--- src/rtl/mmio_uart_ctrl_pkg.sv ---
// rtl/mmio_uart_ctrl_pkg.sv - shared constants for the MMIO UART controller
// Purpose: register offsets within the MMIO window, status bit indices and
// the default counter width. This package has no ports.
package mmio_uart_ctrl_pkg;

  localparam int CNT_WIDTH_DEF = 32;

  // Offsets are taken from addr[27:0] once the window nibble has matched.
  localparam logic [27:0] MMIO_STATUS  = 28'h000_0000;
  localparam logic [27:0] MMIO_RX      = 28'h000_0004;
  localparam logic [27:0] MMIO_TX      = 28'h000_0008;
  localparam logic [27:0] MMIO_CYC     = 28'h000_0010;
  localparam logic [27:0] MMIO_INST    = 28'h000_0014;
  localparam logic [27:0] MMIO_CNT_RST = 28'h000_0018;

  localparam int STAT_TX_READY = 0;
  localparam int STAT_RX_VALID = 1;

endpackage

--- src/rtl/mmio_uart_ctrl_counter.sv ---
// rtl/mmio_uart_ctrl_counter.sv - free-running counter with clear and increment
// Module: mmio_counter.
// Ports:
//   clk_i  - core clock
//   rst_i  - synchronous active-high reset
//   clr_i  - synchronous clear, wins over inc_i
//   inc_i  - count enable
//   cnt_o  - current count, wraps modulo 2^WIDTH
module mmio_counter #(
  parameter int WIDTH = 32
) (
  input  logic             clk_i,
  input  logic             rst_i,
  input  logic             clr_i,
  input  logic             inc_i,
  output logic [WIDTH-1:0] cnt_o
);

  logic [WIDTH-1:0] cnt_q;

  always_ff @(posedge clk_i) begin
    if (rst_i) begin
      cnt_q <= '0;
    end else if (clr_i) begin
      cnt_q <= '0;
    end else if (inc_i) begin
      cnt_q <= cnt_q + 1'b1;
    end
  end

  assign cnt_o = cnt_q;

endmodule

--- src/rtl/mmio_uart_ctrl.sv ---
// rtl/mmio_uart_ctrl.sv - MEM-stage MMIO decoder for UART, cycle and instruction counters
// Optional build macro: MMIO_TX_BUF_EN (1-entry TX holding register).
// Ports:
//   clk_i, rst_i         - core clock, synchronous active-high reset
//   addr_i, wdata_i      - load/store address and unshifted store data
//   we_i, re_i           - store / load strobes (qualified here by the window decode)
//   inst_retire_i        - one instruction retires this cycle
//   uart_tx_ready_i      - UART data_in_ready
//   uart_tx_valid_o      - UART data_in_valid
//   uart_tx_data_o       - UART data_in
//   uart_rx_valid_i      - UART data_out_valid
//   uart_rx_data_i       - UART data_out
//   uart_rx_ready_o      - UART data_out_ready (one-cycle pop)
//   mmio_hit_o           - last cycle's load hit the window; selects rdata_o over dmem
//   rdata_o              - registered load data
module mmio_uart_ctrl
  import mmio_uart_ctrl_pkg::*;
#(
  parameter logic [31:0] MMIO_BASE = 32'h8000_0000,
  parameter int          CNT_WIDTH = CNT_WIDTH_DEF
) (
  input  logic        clk_i,
  input  logic        rst_i,
  input  logic [31:0] addr_i,
  input  logic [31:0] wdata_i,
  input  logic        we_i,
  input  logic        re_i,
  input  logic        inst_retire_i,
  input  logic        uart_tx_ready_i,
  output logic        uart_tx_valid_o,
  output logic [7:0]  uart_tx_data_o,
  input  logic        uart_rx_valid_i,
  input  logic [7:0]  uart_rx_data_i,
  output logic        uart_rx_ready_o,
  output logic        mmio_hit_o,
  output logic [31:0] rdata_o
);

  logic                 hit;
  logic [27:0]          off;
  logic                 wr_hit;
  logic                 rd_hit;
  logic                 cnt_clr;
  logic                 tx_wr;
  logic                 rx_pop;
  logic                 tx_stat;
  logic [31:0]          rd_val;
  logic [CNT_WIDTH-1:0] cycle_cnt;
  logic [CNT_WIDTH-1:0] inst_cnt;

  logic                 tx_valid_q;
  logic [7:0]           tx_data_q;
  logic                 rx_ready_q;
  logic                 mmio_hit_q;
  logic [31:0]          rdata_q;

  logic                 unused_wdata;
  assign unused_wdata = ^wdata_i[31:8];

  assign hit     = (addr_i[31:28] == MMIO_BASE[31:28]);
  assign off     = addr_i[27:0];
  assign wr_hit  = we_i & hit;
  assign rd_hit  = re_i & hit;
  assign cnt_clr = wr_hit && (off == MMIO_CNT_RST);
  assign tx_wr   = wr_hit && (off == MMIO_TX);
  // A simultaneous store suppresses the load, so no byte is popped for it.
  assign rx_pop  = rd_hit && !we_i && (off == MMIO_RX) && uart_rx_valid_i;

`ifdef MMIO_TX_BUF_EN
  // Software sees "holding register free" rather than the raw UART ready.
  assign tx_stat = ~tx_valid_q;
`else
  assign tx_stat = uart_tx_ready_i;
`endif

  always_comb begin
    rd_val = '0;
    if (!we_i) begin
      case (off)
        MMIO_STATUS: begin
          rd_val[STAT_TX_READY] = tx_stat;
          rd_val[STAT_RX_VALID] = uart_rx_valid_i;
        end
        MMIO_RX:   rd_val = uart_rx_valid_i ? {24'b0, uart_rx_data_i} : 32'b0;
        MMIO_CYC:  rd_val = 32'(cycle_cnt);
        MMIO_INST: rd_val = 32'(inst_cnt);
        default:   rd_val = '0;
      endcase
    end
  end

  always_ff @(posedge clk_i) begin
    if (rst_i) begin
      tx_valid_q <= 1'b0;
      tx_data_q  <= '0;
      rx_ready_q <= 1'b0;
      mmio_hit_q <= 1'b0;
      rdata_q    <= '0;
    end else begin
      mmio_hit_q <= rd_hit;
      // Non-hit loads leave rdata untouched; the writeback mux ignores it anyway.
      if (rd_hit) begin
        rdata_q <= rd_val;
      end
      rx_ready_q <= rx_pop;
`ifdef MMIO_TX_BUF_EN
      if (tx_valid_q) begin
        if (uart_tx_ready_i) begin
          tx_valid_q <= 1'b0;
        end
      end else if (tx_wr) begin
        tx_valid_q <= 1'b1;
        tx_data_q  <= wdata_i[7:0];
      end
`else
      // Without buffering, a store while the UART is busy is simply lost.
      tx_valid_q <= tx_wr & uart_tx_ready_i;
      if (tx_wr && uart_tx_ready_i) begin
        tx_data_q <= wdata_i[7:0];
      end
`endif
    end
  end

  mmio_counter #(.WIDTH(CNT_WIDTH)) u_cycle_cnt (
    .clk_i (clk_i),
    .rst_i (rst_i),
    .clr_i (cnt_clr),
    .inc_i (1'b1),
    .cnt_o (cycle_cnt)
  );

  mmio_counter #(.WIDTH(CNT_WIDTH)) u_inst_cnt (
    .clk_i (clk_i),
    .rst_i (rst_i),
    .clr_i (cnt_clr),
    .inc_i (inst_retire_i),
    .cnt_o (inst_cnt)
  );

  assign uart_tx_valid_o = tx_valid_q;
  assign uart_tx_data_o  = tx_data_q;
  assign uart_rx_ready_o = rx_ready_q;
  assign mmio_hit_o      = mmio_hit_q;
  assign rdata_o         = rdata_q;

endmodule

--- config.mk ---
export PLATFORM = sky130hd
export DESIGN_NAME = mmio_uart_ctrl
export DESIGN_NICKNAME = d
export VERILOG_FILES = /design/src/rtl/mmio_uart_ctrl_pkg.sv /design/src/rtl/mmio_uart_ctrl_counter.sv /design/src/rtl/mmio_uart_ctrl.sv
export SDC_FILE = /design/constraint.sdc
export NUM_CORES = 1
export LEC_CHECK = 0
export CORE_MARGIN = 4
export CORE_UTILIZATION = 33
export DETAILED_ROUTE_END_ITERATION = 12
export GPL_ROUTABILITY_DRIVEN = 1
export PLACE_DENSITY = 0.58
export SLEW_MARGIN = 25
export SYNTH_ARGS = -nofsm -noshare
export SYNTH_HDL_FRONTEND = slang
export SYNTH_HIERARCHICAL = 1
export SYNTH_SLANG_ARGS = --single-unit
--- constraint.sdc ---
create_clock -name clk_i -period 6.68 [get_ports clk_i]
set_input_delay 1.002 -clock clk_i [delete_from_list [all_inputs] [get_ports clk_i]]
set_output_delay 1.002 -clock clk_i [all_outputs]
set_load 0.01 [all_outputs]
### After elaboration in Yosys (flattened, before gate mapping)

Cells that the tools add are included.

* eq/ne operators: 6
* muxes and demuxes: 4
* bitwise gates (word level): 3
* reduce and logical (&&, ||, !) cells: 9
* $add $sub $neg: 2

Operators by type and width (count)
* $pmux 30 s3: 1
* $eq 28x5->1 const B: 3
* $add 32x1->32 const B: 2
* $mux 32: 1
* $eq 28x3->1 const B: 1
* $eq 28x4->1 const B: 1
* $logic_not 28->1: 1
* $mux 8: 1
* $pmux 2 s4: 1
* $logic_and 1x1->1: 6
* $eq 4x4->1 const B: 1
* $and 1x1->1: 3
* $reduce_or 2->1: 1
* $logic_not 1->1: 1

* word-level logic and storage cells: 31
* output and inout bits: 43
* input port bits: 79
* register bits after elaboration: 107

### Depth between registers and ports, before layout

Gate-level depths: netlist of run 1.

* depth after elaboration: 5
* mapped depth: 9
* mapped depth without buffers: 7

### Modules after synthesis

The synthesis of run 1 kept the hierarchy.

By module, submodules not included
* mmio_counter: instances 2, seq. area each 640.6 µm², cells each 173, area each 1560.2 µm²
* mmio_uart_ctrl: instances 1, seq. area each 860.8 µm², cells each 236, area each 1999.4 µm²

### Worst setup path after synthesis of run 1

OpenSTA, ideal clock, no wires.

* path type: in2reg
* start: in addr_i[29]
* end: reg u_cycle_cnt.cnt_q[10], in the netlist u_cycle_cnt/cnt_o[10]
* slack: 3.482 ns
* setup time: 0.128 ns
* arrival time: 3.070 ns
* buffers on the path: 1
* data required time: 6.552 ns
* stages: 7
* cell sequence: or4b_1 > nor4_2 > nand3_1 > nor2_1 > or2_2 > clkbuf_1 > nor2_1

* longest elaborated chain between the ends: 4

RTL lines
* from (decl): line mmio_uart_ctrl.sv:24 `input logic [31:0] addr_i,`
* $eq 4x4->1: line mmio_uart_ctrl.sv:60 `assign hit = (addr_i[31:28] == MMIO_BASE[31:28]);`
* $and 1x1->1: line mmio_uart_ctrl.sv:62 `assign wr_hit = we_i & hit;`
* $logic_and 1x1->1: line mmio_uart_ctrl.sv:64 `assign cnt_clr = wr_hit && (off == MMIO_CNT_RST);`
* via cnt_clr: line mmio_uart_ctrl.sv:43 `logic cnt_clr;`
* $reduce_or 2->1 (no source line)
* to (signal assigned): line mmio_uart_ctrl_counter.sv:27 `cnt_q <= cnt_q + 1'b1;`
* to (decl): line mmio_uart_ctrl_counter.sv:19 `logic [WIDTH-1:0] cnt_q;`

The timed path passes the listed nets, and every way through them passes these cells.
A chain may end at the register's enable or synchronous reset.

### Worst setup path after layout of run 1

* start: in addr_i[29]
* end: reg u_inst_cnt.cnt_q[9], in the netlist u_inst_cnt/cnt_o[9]

* longest elaborated chain between the ends: 4

RTL lines (line)
* $eq 4x4->1: mmio_uart_ctrl.sv:60
* $and 1x1->1: mmio_uart_ctrl.sv:62
* $logic_and 1x1->1: mmio_uart_ctrl.sv:64
* via cnt_clr: mmio_uart_ctrl.sv:43
* $reduce_or 2->1 (no source line)
* to (signal assigned): mmio_uart_ctrl_counter.sv:27
* to (decl): mmio_uart_ctrl_counter.sv:19

The timed path passes the listed nets, and every way through them passes these cells.

==> impl_summary.log, run 1 <==
[metrics] type of the worst setup path: primary input to flop
[metrics] Clock Skew: 0.009439 ns
[metrics] routability congestion estimate: slightly below 0.8
[metrics] DIE HEIGHT: 132.6 um
[metrics] count of nets after finishing: 744
[metrics] startpoint of the worst-slack reg-to-reg timing path: u_cycle_cnt/cnt_o[8]$_SDFFE_PP0P_
[metrics] Reg clk slew, reported paths: about 0.07 ns
[metrics] Max stage delay on crit path: between 0.7 and 0.8 ns
[metrics] leakage power figure: between 2 and 2.5 nW
[metrics] Worst IR Drop VDD: 0.1193 mV
[metrics] Yosys warning count: 6
[metrics] sum of negative setup slack: 0 ns
[metrics] total setup violations reported at the end of the flow: 0
[metrics] drt initial violations: around 400
[metrics] global router's overall resource usage: 16.78%
[metrics] total of cells resized after clock tree synthesis: 0
[metrics] number of cells after detailed placement: approximately 840
[metrics] final std cells w/o fill: 856
[metrics] pin slew with the least headroom to its limit: ~1.1 ns
[metrics] number of I/O pins: roughly 120
[metrics] via count of the first global-routing pass: 4577
[metrics] total iterations of the first detailed-routing run: 6
[metrics] area share of the largest cell type after synthesis: about two fifths
[metrics] buffering stage count on the worst path with inverters included: 1
[metrics] fin crit period: 4.141 ns
[metrics] overall routed net length: roughly 15 mm
[metrics] global-route wire length before repair: between 20 and 25 mm
[metrics] maximum level of the CTS H-tree: 3
[metrics] # Post-CTS Setup Buffers: 0
[metrics] sum of net half-perimeters after detailed placement: 10.82 mm
[metrics] Total Power: ~1.3 mW
[metrics] vias post-DR: a little under 5000
[metrics] Post-Syn Area: just over 5000 um^2
[metrics] antenna viol nets, final: 0
[metrics] CP Capture Type: flop
[metrics] Buffers on Ports: 97
[metrics] root cell of the clock tree: clkbuf_16
[metrics] number of stages on the worst hold path: 2
[metrics] Clk Latency, worst-skew pair: ~0.35 ns
[metrics] Hold Startpoint: rdata_o[29]$_SDFFE_PP0N_
[metrics] max-capacitance violation count: 0
[metrics] Die Span X: between 100 and 150 um
[metrics] CP dominant cell by count: nor2_1
[metrics] endpoint with the worst hold slack: rdata_o[29]$_SDFFE_PP0N_
[metrics] number of diodes added for antenna fixing: 0
[metrics] hold crit path type: flop to flop
[metrics] final number of hold-violating endpoints: 0
[metrics] clock tree from TritonCTS: yes
[metrics] initial standard-cell utilization of the core: between 30 and 40%
[metrics] maximum fanout along the worst path: 30
[metrics] detail-routed net length per standard cell: roughly 18 um
[metrics] library cell contributing the largest single delay on the critical path: nor4_2
[metrics] number of remaining DRC errors: 0
[metrics] Post-synth EDFFs: 0
[metrics] final cell utilization of the core: 42.80%
[metrics] # clock sinks: 107
[metrics] result of the run: finished clean
[metrics] data arrival time of the critical path: between 4 and 5 ns
[metrics] TritonCTS buffer count: 9
[metrics] Synth Area per Inst: between 8 and 9 um^2
[metrics] Rows: 45
[metrics] maximum root-to-sink buffer count: 2
[metrics] Die ar.: ~18000 um^2
[metrics] Remaining Overflow, GRT: 0
[metrics] power per cell area: 193.0 nW/um^2
[metrics] fraction of synthesis flops using an asynchronous set or reset pin: 0%
[metrics] Mapped Cells: slightly below 600
[metrics] element type at the critical path start: primary input
[metrics] area of the placeable core: around 15000 um^2
[metrics] via density per instance: ~5.7
[metrics] worst endpoint required time: 6.89 ns
[metrics] upper clock frequency limit: between 200 and 250 MHz
[metrics] most instantiated flip-flop cell in the synthesis netlist: dfxtp_1
[metrics] Worst Reg2Reg Path Length in Cells: 4
[metrics] cell types with the largest area share after synthesis: dfxtp_1, a22oi_1, a21oi_1, o31ai_1, nand2_1
[metrics] number of library cell types mapped by synthesis: 46
[metrics] post-synthesis sequential area ratio: 41.84%
[metrics] pin count of the biggest net entering global routing: 39
[metrics] internal reg-to-reg setup slack: around 4.7 ns
[metrics] flip-flop and latch count after synthesis: approximately 110
[metrics] ratio of cells with drive above 1 in the final layout: 6.437%
[metrics] crit-path cells: clkdlybuf4s50_1, or4b_1, nor4_2, nand3_1, nor2_1, or2_2, nor2_1
[metrics] FF-to-FF End: u_cycle_cnt/cnt_o[26]$_SDFFE_PP0P_
[metrics] number of antenna violations at the first check in global routing: 0
[metrics] Post-CTS Hold Buffers: 0
[metrics] period utilisation layout: 62.00%
[metrics] cell family contributing the most delay on the critical path: simple AND/OR/NAND/NOR gates
[metrics] final count of pins violating max slew: 0
[metrics] Fin Hold WS: between 0.4 and 0.5 ns
[metrics] relative max-transition margin: between 20 and 30%
[metrics] RSZ-0062 raised after global routing: false
[metrics] largest area contributor in the netlist: dfxtp_1
[metrics] post-synthesis to final-layout area growth: 27.08%
cells in the mapped netlist (3+ instances only):
cell type	n
buf_2	12
a32oi_1	6
o21ai_0	16
buf_6	3
dfxtp_1	107
buf_4	4
and3_1	13
nand2_1	53
or4_1	25
inv_1	9
nand4_4	4
nor3_1	5
xor2_1	18
or3_1	15
a22oi_1	37
xnor2_1	6
nand4_1	29
or3_2	4
clkbuf_1	15
nor4_1	7
o21ai_1	24
nand3_1	20
o31ai_1	28
or2_2	3
a21oi_1	43
and4_1	8
nor2_1	33
mux2i_1	5
sequential cells by signal, indices dropped and copies added, names as in the netlist:
name,count
uart_rx_ready_o,1
rdata_o,32
mmio_hit_o,1
u_inst_cnt/cnt_o,32
uart_tx_valid_o,1
u_cycle_cnt/cnt_o,32
uart_tx_data_o,8
worst reg2reg max path, cell delays in order, from the launching register on:
cell and delay (ns):
dfxtp_1 0.44, and4_1 0.47, nand3_2 0.32, or4_1 0.57, a21oi_1 0.16
final cells by class:
class                   instances  area (um^2)
clock buffers                  13        260.3
multi-input cells             434         2763
clock inverters                 3        43.79
fillers                      1499         8696
repair buffers                102         1028
well taps                     188        235.2
inverters                       9        33.78
flip-flops and latches        107         2142
worst max-delay path by stage:
stage / start / end / slack, ns / cells after the start
after global routing: addr_i[29] / u_inst_cnt/cnt_o[9]$_SDFFE_PP0P_ / 2.39 / 7
final: addr_i[29] / u_inst_cnt/cnt_o[9]$_SDFFE_PP0P_ / 2.54 / 7
after global placement: addr_i[29] / u_cycle_cnt/cnt_o[5]$_SDFFE_PP0P_ / 2.33 / 7
after detailed placement: addr_i[29] / u_cycle_cnt/cnt_o[18]$_SDFFE_PP0P_ / 2.24 / 7
after CTS: addr_i[29] / u_cycle_cnt/cnt_o[18]$_SDFFE_PP0P_ / 2.62 / 7
after floorplan: addr_i[29] / u_cycle_cnt/cnt_o[10]$_SDFFE_PP0P_ / 3.48 / 7
placed cells by master (no fill, tap or decap), types with 3 or more instances in the layout:
master and instances:
a22oi_1 37, nor4_2 4, inv_1 9, xor2_1 18, nor2_1 33, o21ai_0 16
o21ai_1 24, o31ai_1 28, and3_1 13, mux2i_1 5, a32oi_1 6, nand3_1 20
xnor2_1 6, clkdlybuf4s50_1 97, or4_1 25, a21oi_1 42, nor4_1 5, or2_2 3
nand4_4 4, nand4_1 29, or3_1 15, nor3_1 5, nand2_1 53, conb_1 5
clkbuf_16 9, or3_2 4, and4_1 8, buf_4 4, dfxtp_1 107
metal layers:
layer	vias to the layer above	GRT usage (%)	part of all wire (%)
li1	2377	-	-
met1	2426	23.24	48
met2	100	27.85	48
met3	12	1.863	3.1
met4	0	4.503	0.94
met5	-	0	0
metrics by stage:
stage,cell area [um^2],worst slack (ns)
global route,6506,2.395
global placement,6175,2.335
finish,6506,2.539
CTS,6479,2.621
detailed placement,6175,2.240
floorplan,5135,3.482
power breakdown:
| group | switching (mW) | total (mW) | internal (mW) |
|---|---|---|---|
| Sequential | 0.00364 | 0.644 | 0.640 |
| Combinational | 0.0277 | 0.0652 | 0.0376 |
| Clock | 0.234 | 0.547 | 0.313 |
cells by family after synthesis:
family / synth area share (%)
DFF: 41.84
buffers and inverters: 4.961
muxes: 0.9776
AOI/OAI and AO/OA: 19.89
xor gates and xnor gates: 4.106
other: 0.07324
and+or+nand+nor: 27.66
adders and majority gates: 0.4887
No activity file was read; power rests on OpenSTA's default activity.
==> run 2: changes to the inputs <==
==> constraint.sdc (replaced) <==
create_clock -name clk_i -period 4.07 [get_ports clk_i]
set_input_delay 0.6105 -clock clk_i [delete_from_list [all_inputs] [get_ports clk_i]]
set_output_delay 0.6105 -clock clk_i [all_outputs]
set_load 0.01 [all_outputs]
==> impl_summary.log, run 2 (synthesized netlist as in run 1, its figures left out) <==
[metrics] number of stages on the worst hold path: 2
[metrics] clock tree from TritonCTS: yes
[metrics] final number of hold-violating endpoints: 0
[metrics] relative max-transition margin: 46.52%
[metrics] global-route wire length before repair: roughly 24 mm
[metrics] Worst Reg2Reg Path Length in Cells: 4
[metrics] Max stage delay on crit path: a little under 0.7 ns
[metrics] overall routed net length: approximately 15 mm
[metrics] hold crit path type: flop to flop
[metrics] Reg clk slew, reported paths: ~0.070 ns
[metrics] period utilisation layout: roughly 74%
[metrics] sum of net half-perimeters after detailed placement: around 11 mm
[metrics] drt initial violations: ~370
[metrics] crit-path cells: clkdlybuf4s50_1, or4_1, nor3_1, buf_4, nand3_1, nor2_1, buf_4, or2_2, nor2_1
[metrics] cell family contributing the most delay on the critical path: simple AND/OR/NAND/NOR gates
[metrics] max-capacitance violation count: 0
[metrics] detail-routed net length per standard cell: around 18 um
[metrics] TritonCTS buffer count: 9
[metrics] internal portion of total power: 1.608 mW
[metrics] number of I/O pins: roughly 120
[metrics] antenna viol nets, final: 0
[metrics] number of antenna violations at the first check in global routing: 0
[metrics] FF-to-FF End: u_inst_cnt/cnt_o[27]$_SDFFE_PP0P_
[metrics] Post-CTS Hold Buffers: 0
[metrics] count of nets after finishing: roughly 750
[metrics] type of the worst setup path: primary input to flop
[metrics] Die Span X: about 130 um
[metrics] # clock sinks: about 110
[metrics] library cell contributing the largest single delay on the critical path: or4_1
[metrics] leading cell types in the layout, fill and taps excluded: dfxtp_1, clkdlybuf4s50_1, nand2_1
[metrics] Worst IR Drop VDD: between 0.15 and 0.2 mV
[metrics] upper clock frequency limit: ~330 MHz
[metrics] result of the run: finished clean
[metrics] # Post-CTS Setup Buffers: 0
[metrics] via density per instance: roughly 5.7
[metrics] global router's overall resource usage: around 17%
[metrics] CP Capture Type: flop
[metrics] pre-CTS setup slack: roughly 0.71 ns
[metrics] element type at the critical path start: primary input
[metrics] maximum fanout along the worst path: 30
[metrics] initial standard-cell utilization of the core: 33.68%
[metrics] final count of pins violating max slew: 0
[metrics] internal reg-to-reg setup slack: between 2 and 2.5 ns
[metrics] combinational power share: 5.1%
[metrics] Die ar.: roughly 18000 um^2
[metrics] data arrival time of the critical path: between 3 and 4 ns
[metrics] routability congestion estimate: slightly below 0.8
[metrics] ratio of cells with drive above 1 in the final layout: roughly 7%
[metrics] total of cells resized after clock tree synthesis: 0
[metrics] Remaining Overflow, GRT: 0
[metrics] maximum level of the CTS H-tree: 3
[metrics] via count of the first global-routing pass: 4736
[metrics] Setup WS post-layout: ~1.1 ns
[metrics] endpoint with the worst hold slack: rdata_o[12]$_SDFFE_PP0N_
[metrics] buffering stage count on the worst path with inverters included: 3
[metrics] worst endpoint required time: 4.28 ns
[metrics] Buffers on Ports: 97
[metrics] total iterations of the first detailed-routing run: 5
[metrics] root cell of the clock tree: clkbuf_16
[metrics] switching fraction of total power: 21.83%
[metrics] post-synthesis to final-layout area growth: 27.13%
[metrics] fin crit period: about 3.0 ns
[metrics] maximum root-to-sink buffer count: 2
[metrics] pin slew with the least headroom to its limit: between 0.7 and 0.8 ns
[metrics] DIE HEIGHT: 132.6 um
[metrics] Rows: 45
[metrics] Total Power: a little over 2 mW
[metrics] startpoint of the worst-slack reg-to-reg timing path: u_inst_cnt/cnt_o[7]$_SDFFE_PP0P_
[metrics] total setup violations reported at the end of the flow: 0
[metrics] sum of negative setup slack: 0 ns
[metrics] register share of total power: ~51%
[metrics] vias post-DR: approximately 4900
[metrics] commonest non-fill, non-tap cell in the layout: dfxtp_1
[metrics] Hold Startpoint: rdata_o[12]$_SDFFE_PP0N_
[metrics] Clock Skew: 0.008132 ns
[metrics] reported net switching power: roughly 0.45 mW
[metrics] Clk Latency, worst-skew pair: around 0.35 ns
[metrics] RSZ-0062 raised after global routing: false
[metrics] power per cell area: approximately 320 nW/um^2
[metrics] leakage power figure: 2.027 nW
[metrics] pin count of the biggest net entering global routing: 31
[metrics] area of the placeable core: 15200 um^2
[metrics] number of remaining DRC errors: 0
[metrics] Clk network pwr share: 43.5%
[metrics] number of diodes added for antenna fixing: 0
==> run 2: cell count changes in the layout (fill, tap and decap cells not counted) <==
cell and delta:
buf_4 +4, clkinv_4 +2, buf_16 -1, clkbuf_1 -1, clkbuf_8 -1
==> run 2: power by group through the flow <==
stage | Sequential, mW | Clock (mW) | Combinational (mW)
floorplan | 1.08 | 0 | 0.0382
global placement | 1.08 | 0 | 0.101
finish | 1.06 | 0.896 | 0.105
detailed placement | 1.08 | 0 | 0.105
CTS | 1.06 | 0.924 | 0.105
global route | 1.06 | 0.962 | 0.114
==> run 2: tightest hold or removal path, cell delays in order, from the launching register on <==
cell and delay [ns]:
dfxtp_1 0.31, nand2_1 0.05, o21ai_1 0.05
==> run 2: worst max path at each step <==
stage / from / to / slack, ns / cells past startpoint
after floorplan: addr_i[29] / u_cycle_cnt/cnt_o[10]$_SDFFE_PP0P_ / 1.26 / 7
after global placement: addr_i[29] / u_cycle_cnt/cnt_o[5]$_SDFFE_PP0P_ / 0.79 / 9
after detailed placement: addr_i[29] / u_inst_cnt/cnt_o[0]$_SDFFE_PP0P_ / 0.71 / 9
after CTS: addr_i[29] / u_inst_cnt/cnt_o[0]$_SDFFE_PP0P_ / 1.08 / 9
after global routing: addr_i[13] / u_cycle_cnt/cnt_o[3]$_SDFFE_PP0P_ / 0.88 / 9
final: addr_i[13] / u_cycle_cnt/cnt_o[3]$_SDFFE_PP0P_ / 1.07 / 9
==> run 2: layout make-up <==
class                      count  area, um^2
fill                        1502        8693
multi-input combinational    434        2763
sequential                   107        2142
timing repair buffer         105        1031
clock buffer                  11       242.7
tap                          188       235.2
clock inverter                 5       61.31
inverter                       9       33.78
==> run 2: per-stage QoR <==
step	instance area (um^2)	hold slack [ns]	utilization (%)	std cells
after detailed placement	6205	0.4448	40.81	843
after CTS	6509	0.4606	42.81	859
after global placement	6205	0.4377	40.81	843
final	6509	0.4515	42.81	859
after floorplan	5135	0.4516	-	586
after global routing	6509	0.4848	42.81	859
==> run 2: metal layers <==
| layer | share of wire [%] | wire (um) | GRT usage [%] |
|---|---|---|---|
| met1 | 45 | 6877 | 22.31 |
| met2 | 48 | 7340 | 28.19 |
| met3 | 4.0 | 601 | 3.308 |
| met5 | 0 | 0 | 0 |
| met4 | 2.1 | 325 | 5.600 |
==> run 3: changes to the inputs <==
==> constraint.sdc (replaced) <==
create_clock -name clk_i -period 2.85 [get_ports clk_i]
set_input_delay 0.4275 -clock clk_i [delete_from_list [all_inputs] [get_ports clk_i]]
set_output_delay 0.4275 -clock clk_i [all_outputs]
set_load 0.01 [all_outputs]
==> impl_summary.log, run 3 (synthesized netlist as in run 1, its figures left out) <==
[metrics] result of the run: finished clean
[metrics] Die Span X: 132.6 um
[metrics] total iterations of the first detailed-routing run: 5
[metrics] register share of total power: 48.2%
[metrics] clock tree from TritonCTS: yes
[metrics] number of antenna violations at the first check in global routing: 0
[metrics] routability congestion estimate: roughly 0.8
[metrics] ratio of cells with drive above 1 in the final layout: under 10%
[metrics] relative max-transition margin: between 50% and 60%
[metrics] library cell contributing the largest single delay on the critical path: or4b_1
[metrics] antenna viol nets, final: 0
[metrics] detail-routed net length per standard cell: ~18 um
[metrics] number of stages on the worst hold path: 2
[metrics] FF-to-FF End: u_inst_cnt/cnt_o[29]$_SDFFE_PP0P_
[metrics] Clock Skew: around 0.015 ns
[metrics] leakage power figure: 2.100 nW
[metrics] Clk Latency, worst-skew pair: around 0.36 ns
[metrics] leading cell types in the layout, fill and taps excluded: dfxtp_1, clkdlybuf4s50_1, nand2_1
[metrics] pin count of the biggest net entering global routing: 31
[metrics] maximum root-to-sink buffer count: 2
[metrics] Rows: 45
[metrics] Buffers on Ports: 97
[metrics] power per cell area: around 470 nW/um^2
[metrics] final number of hold-violating endpoints: 0
[metrics] commonest non-fill, non-tap cell in the layout: dfxtp_1
[metrics] via density per instance: around 5.7
[metrics] fin crit period: roughly 2.5 ns
[metrics] Remaining Overflow, GRT: 0
[metrics] Fin Hold WS: 0.4499 ns
[metrics] drt initial violations: ~460
[metrics] Hold Startpoint: rdata_o[12]$_SDFFE_PP0N_
[metrics] area of the placeable core: 15200 um^2
[metrics] global router's overall resource usage: 17.05%
[metrics] element type at the critical path start: primary input
[metrics] Die ar.: ~18000 um^2
[metrics] reported net switching power: 0.6654 mW
[metrics] initial standard-cell utilization of the core: between 30 and 40%
[metrics] area of placed instances: 6320 um^2
[metrics] pre-CTS setup slack: -0.04976 ns
[metrics] period utilisation layout: approximately nine tenths
[metrics] number of diodes added for antenna fixing: 0
[metrics] number of remaining DRC errors: 0
[metrics] combinational power share: slightly above 5%
[metrics] Reg clk slew, reported paths: 0.07 ns
[metrics] global-route wire length before repair: 24.45 mm
[metrics] internal portion of total power: roughly 2.5 mW
[metrics] maximum level of the CTS H-tree: 3
[metrics] total setup violations reported at the end of the flow: 0
[metrics] origin of the worst setup path: addr_i[29]
[metrics] total of cells resized after clock tree synthesis: 0
[metrics] data arrival time of the critical path: between 2 and 3 ns
[metrics] Worst Reg2Reg Path Length in Cells: 4
[metrics] RSZ-0062 raised after global routing: false
[metrics] crit-path cells: clkdlybuf4s50_1, or4b_1, nor4_2, nand3_1, nor2_1, buf_4, nor2_1, o311ai_0, o41ai_1
[metrics] endpoint with the worst hold slack: rdata_o[12]$_SDFFE_PP0N_
[metrics] sum of net half-perimeters after detailed placement: 11.34 mm
[metrics] max-capacitance violation count: 0
[metrics] CP dominant cell by count: nor2_1
[metrics] number of I/O pins: about 120
[metrics] Clk network pwr share: between 40% and 50%
[metrics] count of nets after finishing: 754
[metrics] overall routed net length: between 15 and 20 mm
[metrics] hold crit path type: flop to flop
[metrics] root cell of the clock tree: clkbuf_16
[metrics] Worst IR Drop VDD: about 0.32 mV
[metrics] # clock sinks: ~110
[metrics] Setup WS post-layout: 0.3414 ns
[metrics] switching fraction of total power: roughly a fifth
[metrics] # Post-CTS Setup Buffers: 0
[metrics] CP Capture Type: flop
[metrics] Post-CTS Hold Buffers: 0
[metrics] via count of the first global-routing pass: ~4700
[metrics] Total Power: roughly 3.1 mW
[metrics] final cell utilization of the core: 43.86%
[metrics] TritonCTS buffer count: 9
[metrics] total non-filler cell area in the finished layout: around 6700 um^2
[metrics] type of the worst setup path: primary input to flop
[metrics] startpoint of the worst-slack reg-to-reg timing path: u_inst_cnt/cnt_o[7]$_SDFFE_PP0P_
[metrics] Max stage delay on crit path: 0.61 ns
[metrics] post-synthesis to final-layout area growth: 30.23%
[metrics] pin slew with the least headroom to its limit: slightly above 0.7 ns
[metrics] vias post-DR: 4954
[metrics] upper clock frequency limit: 398.6 MHz
[metrics] worst endpoint required time: around 3 ns
[metrics] DIE HEIGHT: 132.6 um
[metrics] maximum fanout along the worst path: 6
[metrics] final count of pins violating max slew: 0
[metrics] internal reg-to-reg setup slack: just under 0.8 ns
==> run 3: cell types whose count changed in the layout (fill, tap and decap cells not counted), sizes merged <==
cell    before  now
inv         10   12
buf          8   15
bufinv       1    3
clkinv       3    0
clkbuf      11   10
==> run 3: power groups by stage <==
stage | logic [mW] | registers [mW] | clock network [mW]
6_report | 0.161 | 1.51 | 1.46
5_1_grt | 0.174 | 1.51 | 1.55
4_1_cts | 0.161 | 1.51 | 1.49
3_5_place_dp | 0.160 | 1.54 | 0
3_3_place_gp | 0.156 | 1.54 | 0
2_1_floorplan | 0.0545 | 1.54 | 0
==> run 3: per-layer routing <==
layer / wire length, um / vias to the layer above / global-route usage [%]
li1: - / 2399 / -
met4: 442 / 0 / 7.333
met3: 590 / 26 / 1.863
met5: 0 / - / 0
met2: 7176 / 126 / 27.42
met1: 7088 / 2403 / 23.25
==> run 3: per-stage QoR <==
| stage | cells | setup TNS (ns) |
|---|---|---|
| finish | 866 | 0 |
| floorplan | 586 | 0 |
| global route | 866 | 0 |
| global placement | 850 | 0 |
| detailed placement | 850 | -0.06796 |
| CTS | 866 | 0 |
==> run 3: how the worst max path moves through the flow <==
stage	end	slack, ns	depth (start not counted)
6_report	u_inst_cnt/cnt_o[24]$_SDFFE_PP0P_	0.34	9
3_3_place_gp	u_inst_cnt/cnt_o[24]$_SDFFE_PP0P_	0.09	9
3_5_place_dp	u_inst_cnt/cnt_o[24]$_SDFFE_PP0P_	-0.05	9
2_1_floorplan	u_cycle_cnt/cnt_o[10]$_SDFFE_PP0P_	0.23	7
4_1_cts	u_inst_cnt/cnt_o[24]$_SDFFE_PP0P_	0.32	9
5_1_grt	u_inst_cnt/cnt_o[24]$_SDFFE_PP0P_	0.16	9
==> run 3: area by class of cell <==
cell class | count | area (um^2)
multi-input cells | 434 | 2763
clock buffers | 10 | 229.0
repair buffers | 112 | 1146
flip-flops and latches | 107 | 2142
inverters | 9 | 33.78
clock inverters | 6 | 118.9
fillers | 1476 | 8534
well taps | 188 | 235.2
==> run 3: critical path, delay by kind of cell <==
| kind | cells | cell delay (ns) |
|---|---|---|
| AND/OR/NAND/NOR | 5 | 1.39 |
| buffers and inverters | 2 | 0.62 |
| AO/OA/AOI/OAI | 2 | 0.28 |
